### src/rtl/uart_rx_ctrl_if.sv
// Bundle between the UART Receiver / host consumer side and the receive
// controller. The controller takes the slave view; the environment that
// drives the Receiver outputs and consumes bytes takes the master view.
interface uart_rx_ctrl_if #(
    parameter int DATA_BITS  = 8,
    parameter int FIFO_DEPTH = 16,
    parameter int CNT_W      = 8
);
    localparam int CW = $clog2(FIFO_DEPTH) + 1;

    // Receiver side (level-held per frame)
    logic                 Rx_Data_Rdy;
    logic [DATA_BITS-1:0] Rx_Data;
    logic [2:0]           Rx_Error;
    logic                 Rx_RTS;
    logic                 RTS_Out;

    // Consumer side
    logic                 Out_Valid;
    logic [DATA_BITS-1:0] Out_Data;
    logic                 Out_Ready;
    logic [CW-1:0]        Fifo_Count;

    // Statistics
    logic [CNT_W-1:0]     Overrun_Cnt;
    logic [CNT_W-1:0]     Parity_Cnt;
    logic [CNT_W-1:0]     Frame_Cnt;
    logic [CNT_W-1:0]     Break_Cnt;
    logic                 Err_Clr;

    modport slave (
        input  Rx_Data_Rdy, Rx_Data, Rx_Error, Rx_RTS, Out_Ready, Err_Clr,
        output RTS_Out, Out_Valid, Out_Data, Fifo_Count,
               Overrun_Cnt, Parity_Cnt, Frame_Cnt, Break_Cnt
    );

    modport master (
        output Rx_Data_Rdy, Rx_Data, Rx_Error, Rx_RTS, Out_Ready, Err_Clr,
        input  RTS_Out, Out_Valid, Out_Data, Fifo_Count,
               Overrun_Cnt, Parity_Cnt, Frame_Cnt, Break_Cnt
    );
endinterface

### src/rtl/uart_rx_ctrl.sv
// Receive-side controller: detects each completed Receiver frame once,
// buffers good bytes in a first-word-fall-through FIFO, keeps saturating
// error statistics and throttles the far end via RTS with hysteresis.
module uart_rx_ctrl #(
    parameter int DATA_BITS   = 8,
    parameter int FIFO_DEPTH  = 16,
    parameter int RTS_HIGH_WM = 12,
    parameter int RTS_LOW_WM  = 8,
    parameter int CNT_W       = 8
) (
    input  logic          Clk,
    input  logic          Rst,
    uart_rx_ctrl_if.slave bus
);
    localparam int PTR_W = $clog2(FIFO_DEPTH);
    localparam int CW    = PTR_W + 1;
    localparam logic [CW-1:0] DEPTH_C = CW'(FIFO_DEPTH);
    localparam logic [CW-1:0] HIGH_C  = CW'(RTS_HIGH_WM);
    localparam logic [CW-1:0] LOW_C   = CW'(RTS_LOW_WM);

    // Counter slots in the packed statistics array
    localparam int C_BREAK   = 0;
    localparam int C_PARITY  = 1;
    localparam int C_FRAME   = 2;
    localparam int C_OVERRUN = 3;

    typedef enum logic {
        IDLE,
        WAIT_RELEASE
    } state_t;

    state_t state_q, state_d;
    logic   frame_active;
    logic   capture;

    logic [DATA_BITS-1:0] mem [FIFO_DEPTH];
    logic [PTR_W-1:0]     wr_ptr_q, rd_ptr_q;
    logic [CW-1:0]        count_q, count_d;
    logic                 full, empty;
    logic                 push_req, pop, wr_en, overrun;
    logic [2:0]           err_evt;

    logic                 hold_q, hold_d;
    logic                 rts_q;

    logic [3:0]             inc;
    logic [3:0][CNT_W-1:0]  cnt_q;

    // The Receiver holds its outputs for the whole done state, so a frame
    // is "active" while either the data strobe or any error bit is up.
    assign frame_active = bus.Rx_Data_Rdy | (|bus.Rx_Error);

    // Frame monitor state register
    always_ff @(posedge Clk) begin
        if (Rst) state_q <= IDLE;
        else     state_q <= state_d;
    end

    // Frame monitor: one capture on entry to a frame, then wait for release
    always_comb begin
        state_d = state_q;
        capture = 1'b0;
        case (state_q)
            IDLE: begin
                if (frame_active) begin
                    capture = 1'b1;
                    state_d = WAIT_RELEASE;
                end
            end
            WAIT_RELEASE: begin
                if (!frame_active) state_d = IDLE;
            end
            default: state_d = IDLE;
        endcase
    end

    // A good byte wins over any error bits held in the same frame
    assign push_req = capture & bus.Rx_Data_Rdy;
    assign err_evt  = (capture & ~bus.Rx_Data_Rdy) ? bus.Rx_Error : 3'b000;

    assign full  = (count_q == DEPTH_C);
    assign empty = (count_q == '0);
    assign pop   = ~empty & bus.Out_Ready;

    // A full FIFO still accepts a byte when the head leaves in the same cycle
    assign wr_en   = push_req & (~full | pop);
    assign overrun = push_req & full & ~pop;

    assign count_d = count_q + CW'(wr_en) - CW'(pop);

    // FIFO storage; no reset needed since reads are gated by occupancy
    always_ff @(posedge Clk) begin
        if (wr_en) mem[wr_ptr_q] <= bus.Rx_Data;
    end

    // FIFO pointers and occupancy; pointers wrap naturally (power-of-2 depth)
    always_ff @(posedge Clk) begin
        if (Rst) begin
            wr_ptr_q <= '0;
            rd_ptr_q <= '0;
            count_q  <= '0;
        end else begin
            if (wr_en) wr_ptr_q <= wr_ptr_q + PTR_W'(1);
            if (pop)   rd_ptr_q <= rd_ptr_q + PTR_W'(1);
            count_q <= count_d;
        end
    end

    // Hysteresis decision on the post-update occupancy
    always_comb begin
        hold_d = hold_q;
        if (count_d >= HIGH_C)     hold_d = 1'b1;
        else if (count_d <= LOW_C) hold_d = 1'b0;
    end

    // Hold flag and registered RTS toward the far-end transmitter
    always_ff @(posedge Clk) begin
        if (Rst) begin
            hold_q <= 1'b0;
            rts_q  <= 1'b0;
        end else begin
            hold_q <= hold_d;
            rts_q  <= bus.Rx_RTS & ~hold_d;
        end
    end

    assign inc[C_BREAK]   = err_evt[0];
    assign inc[C_PARITY]  = err_evt[1];
    assign inc[C_FRAME]   = err_evt[2];
    assign inc[C_OVERRUN] = overrun;

    // Saturating statistics; a clear beats a same-cycle increment
    always_ff @(posedge Clk) begin
        for (int i = 0; i < 4; i++) begin
            if (Rst || bus.Err_Clr)
                cnt_q[i] <= '0;
            else if (inc[i] && (cnt_q[i] != '1))
                cnt_q[i] <= cnt_q[i] + CNT_W'(1);
        end
    end

    assign bus.RTS_Out     = rts_q;
    assign bus.Out_Valid   = ~empty;
    assign bus.Out_Data    = empty ? '0 : mem[rd_ptr_q];
    assign bus.Fifo_Count  = count_q;
    assign bus.Break_Cnt   = cnt_q[C_BREAK];
    assign bus.Parity_Cnt  = cnt_q[C_PARITY];
    assign bus.Frame_Cnt   = cnt_q[C_FRAME];
    assign bus.Overrun_Cnt = cnt_q[C_OVERRUN];
endmodule

### src/flat_wrapper.sv
// flat-port wrapper written by rule: the top's interface ports become plain ports
module uart_rx_ctrl_flat 
#(
    parameter int DATA_BITS   = 8,
    parameter int FIFO_DEPTH  = 16,
    parameter int RTS_HIGH_WM = 12,
    parameter int RTS_LOW_WM  = 8,
    parameter int CNT_W       = 8
)
  (Clk, Rst, bus_Rx_Data_Rdy, bus_Rx_Data, bus_Rx_Error, bus_Rx_RTS, bus_Out_Ready, bus_Err_Clr, bus_RTS_Out, bus_Out_Valid, bus_Out_Data, bus_Fifo_Count, bus_Overrun_Cnt, bus_Parity_Cnt, bus_Frame_Cnt, bus_Break_Cnt);
  uart_rx_ctrl_if #(.DATA_BITS(DATA_BITS), .FIFO_DEPTH(FIFO_DEPTH), .CNT_W(CNT_W)) bus_i ();
  input  logic Clk;
  input  logic Rst;
  input wire logic [$bits(bus_i.Rx_Data_Rdy)-1:0] bus_Rx_Data_Rdy;
  input wire logic [$bits(bus_i.Rx_Data)-1:0] bus_Rx_Data;
  input wire logic [$bits(bus_i.Rx_Error)-1:0] bus_Rx_Error;
  input wire logic [$bits(bus_i.Rx_RTS)-1:0] bus_Rx_RTS;
  input wire logic [$bits(bus_i.Out_Ready)-1:0] bus_Out_Ready;
  input wire logic [$bits(bus_i.Err_Clr)-1:0] bus_Err_Clr;
  output wire logic [$bits(bus_i.RTS_Out)-1:0] bus_RTS_Out;
  output wire logic [$bits(bus_i.Out_Valid)-1:0] bus_Out_Valid;
  output wire logic [$bits(bus_i.Out_Data)-1:0] bus_Out_Data;
  output wire logic [$bits(bus_i.Fifo_Count)-1:0] bus_Fifo_Count;
  output wire logic [$bits(bus_i.Overrun_Cnt)-1:0] bus_Overrun_Cnt;
  output wire logic [$bits(bus_i.Parity_Cnt)-1:0] bus_Parity_Cnt;
  output wire logic [$bits(bus_i.Frame_Cnt)-1:0] bus_Frame_Cnt;
  output wire logic [$bits(bus_i.Break_Cnt)-1:0] bus_Break_Cnt;
  assign bus_i.Rx_Data_Rdy = bus_Rx_Data_Rdy;
  assign bus_i.Rx_Data = bus_Rx_Data;
  assign bus_i.Rx_Error = bus_Rx_Error;
  assign bus_i.Rx_RTS = bus_Rx_RTS;
  assign bus_i.Out_Ready = bus_Out_Ready;
  assign bus_i.Err_Clr = bus_Err_Clr;
  assign bus_RTS_Out = bus_i.RTS_Out;
  assign bus_Out_Valid = bus_i.Out_Valid;
  assign bus_Out_Data = bus_i.Out_Data;
  assign bus_Fifo_Count = bus_i.Fifo_Count;
  assign bus_Overrun_Cnt = bus_i.Overrun_Cnt;
  assign bus_Parity_Cnt = bus_i.Parity_Cnt;
  assign bus_Frame_Cnt = bus_i.Frame_Cnt;
  assign bus_Break_Cnt = bus_i.Break_Cnt;
  uart_rx_ctrl #(.DATA_BITS(DATA_BITS), .FIFO_DEPTH(FIFO_DEPTH), .RTS_HIGH_WM(RTS_HIGH_WM), .RTS_LOW_WM(RTS_LOW_WM), .CNT_W(CNT_W)) u_core (.Clk(Clk), .Rst(Rst), .bus(bus_i));
endmodule
### config.mk
export PLATFORM = sky130hd
export DESIGN_NAME = uart_rx_ctrl_flat
export DESIGN_NICKNAME = d
export VERILOG_FILES = /design/src/rtl/uart_rx_ctrl_if.sv /design/src/rtl/uart_rx_ctrl.sv /design/src/flat_wrapper.sv
export SDC_FILE = /design/constraint.sdc
export NUM_CORES = 1
export LEC_CHECK = 0
export CORE_MARGIN = 1
export CORE_UTILIZATION = 40
export DETAILED_ROUTE_END_ITERATION = 6
export SYNTH_ARGS = -nofsm -noshare
export SYNTH_HDL_FRONTEND = slang
export SYNTH_SLANG_ARGS = --single-unit
### constraint.sdc
create_clock -name Clk -period 3.78 [get_ports Clk]
set_input_delay 0.945 -clock Clk [delete_from_list [all_inputs] [get_ports Clk]]
set_output_delay 0.945 -clock Clk [all_outputs]
set_load 0.03 [all_outputs]
# Yosys cells after proc, flatten, opt, wreduce, memory -nomap -nowiden

Memories as Yosys holds them, arrays and structs flattened. A register that Yosys moved wholly into a read port is not among the register bits.
Index checks and enable logic that the tools add are counted.

Output and inout port bits: 47
Bits in registers: 48
Logic and storage cells: 57
RAM bits: 128
Bits of input ports: 17
Latch bits: 0
Memory bits (read-only): 0
Memories: 1

$lt $le $gt $ge: 2
Multiplexer cells: 10
Multipliers: 0
Reduce and logical (&&, ||, !) cells: 7
Equal/unequal tests: 5
$add $sub $neg: 8
Shift operators: 0
Div/mod/pow operators: 0
Bitwise operators: 14

Memories:

| memory     | words | width | read ports | clocked after memory_dff | write ports | RTL line           | source |
|---|---|---|---|---|---|---|---|
| u_core.mem | 16    | 8     | 1          | 1                        | 1           | uart_rx_ctrl.sv:36 | `logic [DATA_BITS-1:0] mem [FIFO_DEPTH];` |

Operators with widths:

| operator            | count |
|---|---|
| $add 8x1->8 const B | 4 |
| $ne 8x8->1 const B  | 4 |
| $add 4x1->4 const B | 2 |
| $mux 4              | 2 |
| $mux 8              | 1 |
| $and 1x1->1         | 7 |
| $mux 1              | 6 |
| $add 5x1->5         | 1 |
| $eq 5x5->1 const B  | 1 |
| $ge 5x4->1 const B  | 1 |
| $le 5x4->1 const B  | 1 |
| $logic_not 5->1     | 1 |
| $not 1->1           | 5 |
| $sub 5x1->5         | 1 |
| $logic_and 1x1->1   | 4 |
| $mux 3              | 1 |
| $reduce_or 3->1     | 1 |
| $or 1x1->1          | 2 |
| $logic_or 1x1->1    | 1 |

# Depth between registers and ports, before layout

Gate-level depths: netlist of the first run.

Depth in word-level cells: 13
Mapped depth: 13

# Worst setup path before layout of the first run

OpenSTA, ideal clock, no wires.

Path kind: flip-flop to output port
Start: reg u_core.count_q[2] (netlist: u_core.bus.Fifo_Count[2])
End: out bus_Out_Data[0]
Slack: 749 ps
Cell stages (with the launch flop): 7
Arrival time: 2,086 ps
Path through: dfxtp_1 > inv_1 > ha_1 > or4b_1 > clkbuf_1 > o21ai_1 > a21oi_1

Cells in the longest elaborated chain, start to end: 2

RTL lines:

| item                   | RTL line            | source |
|---|---|---|
| from (decl)            | uart_rx_ctrl.sv:38  | `logic [CW-1:0] count_q, count_d;` |
| from (signal assigned) | uart_rx_ctrl.sv:105 | `count_q <= count_d;` |
| $logic_not 5->1        | uart_rx_ctrl.sv:82  | `assign empty = (count_q == '0);` |
| $mux 8                 | uart_rx_ctrl.sv:144 | `assign bus.Out_Data = empty ? '0 : mem[rd_ptr_q];` |
| to (decl)              | flat_wrapper.sv:22  | `output wire logic [$bits(bus_i.Out_Data)-1:0] bus_Out_Data;` |

Every way passes these cells.

==> impl_metrics.ini, run 1 <==
[final_layout]
antennaDiodeCount = 0
layout-area-overhead-vs-synth_pct = 21.6
layout-drive-gt1-share = 0.165
fin_cells = 840
nets = 631

[logic_synthesis]
netlist.area_leader.share = 0.511
synth_edf_count = 128
synth_top_area_cell = edfxtp_1
syn_inst = 511
synthArstFlopShare = 0
seq_area_frac_synth = 0.650
synth_seq_cells = 180
avgSynthCellArea_um2 = 14.7
ys.flop_type = edfxtp_1
yosysWarnings = 0
synth.top_cells.by_count = edfxtp_1, dfxtp_1, nor2_1, mux4_2, a21oi_1
synthesis.area_um2 = 7510
syn-num-nets = 544
synth.distinct_cells = 50
synth_area_leaders = edfxtp_1, dfxtp_1, mux4_2
yosysMostFrequentCell = edfxtp_1

[critical_path]
r2r_cells = 14
path_cells = buf_12, mux4_2, mux2_2, o21ai_1, a21oi_1, clkdlybuf4s50_1
cp_data_arrival_time_ns = 2.71
critical-path-max-stage-delay_ns = 0.64
reg2reg_slack_ns = 0.55
endpoint_kind = output pin
critPathKind = reg2out
r2r-start = u_core.bus.Fifo_Count[2]
cpMaxStageDelayCell = clkdlybuf4s50_1
crit_path_start_kind = register
reg2reg_to = u_core.bus.RTS_Out
path_max_fanout = 12
critPathCapture = bus_Out_Data[2]
worstPathRequired_ns = 2.83

[cts]
htree_levels = 4
clkTransAtPathRegs_ns = 0.06
cts_tree = built
cts-root-buf = clkbuf_16
cts_buffers = 17
clock_latency_ns = 0.43
cts_buffer_depth = 2
postCtsHoldBufs = 0
cts.sinks = 180

[sta]
hold_ws_ns = 0.506
layout_setup_ws_ns = 0.122
rsz0062_at_grt = no
max_slew_margin = 0.586
max_freq_ghz = 0.273
fin_setup_tns_ns = 0
setup-violations-final = 0
layout_min_cycle_time_ns = 3.66
finalHoldViolations = 0
clock_skew_ns = 0.0118
worst_pin_slew_ns = 0.618
finalMaxSlewViolations = 0
fin_crit_sh = 0.968

[drt]
vias = 4513
wire_per_inst_um = 18.3
dr.pass1.iters = 6
ant_nets = 0
via_per_inst = 5.37
drtIter0Drc = 259
routed_wl_um = 15300
drc = 2

[place]
gp_congestion = 0.830
io_buffers = 63
dpl_worst_slack_ns = 0.300
placedCellCount = 808
hpwlAfterDp_um = 10100

[grt]
grt_max_degree = 25
grt_first_pass_wirelength_um = 25000
grt_overflow = 0
grt_use_total = 0.170
antenna_found_initial = 0
grt_pass1_vias = 4655

[floorplanning]
die_w_um = 139
chipHeight_um = 139
die-area_um2 = 19300
initial_core_util = 0.413
core_um2 = 18200
io_pins = 64
placementRows = 49

[job]
cap_violations = 0

[worst_hold_path]
hp-class = reg2reg

[pwr]
powerDensity_nw_per_um2 = 573
leakage_uw = 0.00304
peakVddDrop_mv = 0.418

[run_status]
status = complete, but fails checks
violations = DRC
-- how the worst min path moves through the flow --
stage,start,endpoint,slack [ns],cells after the start
finish,u_core.bus.Overrun_Cnt[7],u_core.bus.Overrun_Cnt[7],0.51,2
global route,u_core.rd_ptr_q[1],u_core.rd_ptr_q[1],0.55,2
CTS,u_core.bus.Overrun_Cnt[7],u_core.bus.Overrun_Cnt[7],0.50,2
detailed placement,u_core.bus.Overrun_Cnt[7],u_core.bus.Overrun_Cnt[7],0.49,2
global placement,u_core.bus.Overrun_Cnt[7],u_core.bus.Overrun_Cnt[7],0.48,2
floorplan,u_core.rd_ptr_q[3],register,0.47,2
-- critical path: cells and delay by family, from the launching register on --
kind	cells	cell delay, ns
buf+inv	2	0.84
mux	2	0.78
flops	1	0.47
compound gates	2	0.19
-- sequential cells by signal, summed over array words and instances (netlist names), named ones only --
signal and flops:
u_core.bus.Break_Cnt 8, u_core.bus.Fifo_Count 5, u_core.bus.Frame_Cnt 8, u_core.bus.Overrun_Cnt 8
u_core.bus.Parity_Cnt 8, u_core.bus.RTS_Out 1, u_core.hold_q 1, u_core.mem 128
u_core.rd_ptr_q 4, u_core.state_q 1, u_core.wr_ptr_q 4
-- cells in the final DEF (no fill, tap or decap), types with 6 or more instances in the layout --
cell,n
nand4_1,8
edfxtp_1,128
nor2_1,46
clkdlybuf4s50_1,59
and3_1,6
nor3_1,9
mux4_2,32
xor2_1,12
mux2_2,8
nand2_1,18
nand3_1,14
buf_4,24
o21ai_1,15
clkbuf_16,17
dfxtp_1,51
inv_6,7
inv_1,11
mux2i_1,14
ha_1,15
nand2b_1,8
a21oi_1,25
o211ai_1,7
xnor2_1,6
-- layer usage --
| layer | GRT usage | routed length, um | part of all wire |
|---|---|---|---|
| met5 | 0 | 0 | 0 |
| met1 | 0.211 | 6750 | 0.44 |
| met3 | 0.0369 | 664 | 0.043 |
| met2 | 0.293 | 7780 | 0.51 |
| met4 | 0.0626 | 154 | 0.010 |
-- report_power, final --
group | leakage [uW] | total, uW | internal (uW) | switching, uW
clock | 0.000278 | 1710 | 929 | 785
sequential | 0.00158 | 2240 | 2170 | 63.0
combinational | 0.00119 | 1280 | 605 | 678
-- metrics by stage --
stage | power [uW] | area [um^2] | utilization
final | 5240 | 9140 | 0.502
after global routing | 5490 | 9140 | 0.502
after CTS | 5310 | 9130 | 0.501
after detailed placement | 3590 | 8560 | 0.470
after global placement | 3550 | 8560 | 0.470
after floorplan | 3160 | 7510 | -
-- kinds of logic (layout without fill, tap and decap cells) --
logic type	after synthesis	after routing	synth area share
AO/OA/AOI/OAI	71	71	0.0583
adder cells (fa/ha/maj)	16	16	0.0276
XOR/XNOR	18	18	0.0210
AND/OR/NAND/NOR	140	140	0.0986
multiplexers	54	54	0.127
buffers and inverters	32	132	0.0180
flip-flops	180	180	0.650
-- cell type report --
type                            instances  area (um^2)
Fill cell                            1538         9070
Sequential cell                       180         4890
Multi-Input combinational cell        299         2490
Timing Repair Buffer                   89          861
Clock buffer                           18          429
Tap cell                              229          287
Clock inverter                         14          139
Inverter                               11         41.3
-- repair_timing --
item                       CTS  global route
setup endpoints to repair    0             4
gates resized for setup      0             4
buffers inserted             0             0
Note: power is estimated with default switching activity, not from simulation.
==> run 2, diff against run 1 <==
Settings changed: CORE_UTILIZATION 40 to 43, GPL_ROUTABILITY_DRIVEN from default to 0.
==> run 2 against run 1 <==
Compared with the run above: critical endpoint is now bus_Out_Data[1]; largest cell class unchanged; the flow now finishes without violations; sequential share of layout area grew 0.21 points; combinational power is essentially flat; clock skew shrank 0.0022 ns.
==> impl_metrics.ini, run 2 (same netlist as run 1, synthesis figures left out) <==
[run_status]
status = completed

[sta]
worst_pin_slew_ns = 0.659
finalHoldViolations = 0
max_slew_margin = 0.559
fin_setup_tns_ns = 0
layout_min_cycle_time_ns = 3.66
clock_skew_ns = 0.00964
setup-violations-final = 0
finalMaxSlewViolations = 0
rsz0062_at_grt = no
max_freq_ghz = 0.273
fin_crit_sh = 0.968

[drt]
wire_per_inst_um = 18.3
via_per_inst = 5.33
drc = 0
ant_nets = 0
vias = 4417
drtIter0Drc = 273
dr.pass1.iters = 4
routed_wl_um = 15100

[grt]
grt_overflow = 0
grt_max_degree = 33
grt_use_total = 0.182
antenna_found_initial = 0
grt_first_pass_wirelength_um = 24400
grt_pass1_vias = 4639

[cts]
cts.sinks = 180
cts_tree = built
cts_buffer_depth = 2
clkTransAtPathRegs_ns = 0.06
cts_resized = 0
cts-root-buf = clkbuf_16
postCtsSetupRepairBufs = 0
clock_latency_ns = 0.43
htree_levels = 4
postCtsHoldBufs = 0
cts_buffers = 17

[final_layout]
multiInputGateArea_um2 = 2490
final_common_cell = edfxtp_1
antennaDiodeCount = 0
utilization = 0.541
layout-area-overhead-vs-synth_pct = 21.1
nets = 629
register_area_um2 = 4890
largest_register_ffs = 128
top_register = u_core.mem
fillerInstances = 1413
layout-drive-gt1-share = 0.161
final_cell_mix = edfxtp_1, clkdlybuf4s50_1, dfxtp_1, nor2_1, mux4_2

[critical_path]
path_max_fanout = 32
critical-path-max-stage-delay_ns = 0.65
worstPathRequired_ns = 2.83
path_cells = buf_12, mux4_2, mux2_2, o21ai_1, a21oi_1, clkdlybuf4s50_1
cp_num_buf_inv = 2
cp_data_arrival_time_ns = 2.71
cpMaxStageDelayCell = clkdlybuf4s50_1
critPathKind = reg2out
crit_path_start_kind = register
reg2reg_slack_ns = 0.56
cp_top_family = buffers and inverters
endpoint_kind = output pin

[floorplanning]
die_w_um = 134
chipHeight_um = 134
placementRows = 47
initial_core_util = 0.447
die-area_um2 = 18000
io_pins = 64
core_um2 = 16800

[worst_hold_path]
hp-class = reg2reg

[place]
io_buffers = 63
hpwlAfterDp_um = 10100

[pwr]
powerDensity_nw_per_um2 = 573
leakage_uw = 0.00298
peakVddDrop_mv = 0.425

[job]
cap_violations = 0
## run 2: cell count changes in the layout (fill, tap and decap cells not counted)
| cell | before | now |
|---|---|---|
| clkinv_2 | 1 | 4 |
| inv_8 | 2 | 0 |
| clkinv_4 | 1 | 4 |
| inv_6 | 7 | 1 |
| buf_4 | 24 | 22 |
| clkbuf_1 | 1 | 2 |
| bufinv_16 | 1 | 2 |
| dlymetal6s2s_1 | 4 | 0 |
| clkdlybuf4s50_1 | 59 | 63 |
## run 2: final cells by class
type	instances	area share
Tap cell	220	0.0302
Multi-Input combinational cell	299	0.274
Timing Repair Buffer	87	0.0918
Clock inverter	13	0.0148
Sequential cell	180	0.537
Clock buffer	19	0.0476
Inverter	11	0.00454
## run 2: path summary, 6_finish.rpt
kind / endpoint / cells after the start / startpoint
min: register / 2 / u_core.rd_ptr_q[3]
min reg2reg: register / 2 / u_core.rd_ptr_q[3]
max: bus_Out_Data[1] / 6 / register
max reg2reg: u_core.bus.RTS_Out / 14 / u_core.bus.Fifo_Count[3]
## run 2: metrics by stage
| stage | worst slack (ns) | hold slack, ns | total power (uW) | std cells | area (um^2) |
|---|---|---|---|---|---|
| 5_1_grt | 0.000484 | 0.549 | 5460 | 829 | 9100 |
| 4_1_cts | 0.0735 | 0.506 | 5280 | 829 | 9100 |
| 3_3_place_gp | 0.392 | 0.489 | 3560 | 797 | 8530 |
| 3_5_place_dp | 0.325 | 0.491 | 3580 | 797 | 8530 |
| 6_report | 0.123 | 0.505 | 5220 | 829 | 9100 |
| 2_1_floorplan | 0.749 | 0.472 | 3160 | 511 | 7510 |
## run 2: where the power goes
part	leakage, uW	total (uW)	switching, uW	internal, uW
sequential	0.00158	2230	54.8	2180
combinational	0.00113	1290	682	611
clock	0.000278	1690	722	972
## run 2: worst min-delay path, delay by kind of cell, from the launching register on
family / cells / cell delay [ns]
flops: 1 / 0.32
xor+xnor: 1 / 0.08
simple gates: 1 / 0.07
## run 2: routing by layer
metal | track usage | wire length (um) | vias to the layer above
li1 | - | - | 2139
met5 | 0 | 0 | -
met1 | 0.223 | 6420 | 2152
met3 | 0.0393 | 772 | 19
met2 | 0.312 | 7660 | 107
met4 | 0.0749 | 281 | 0
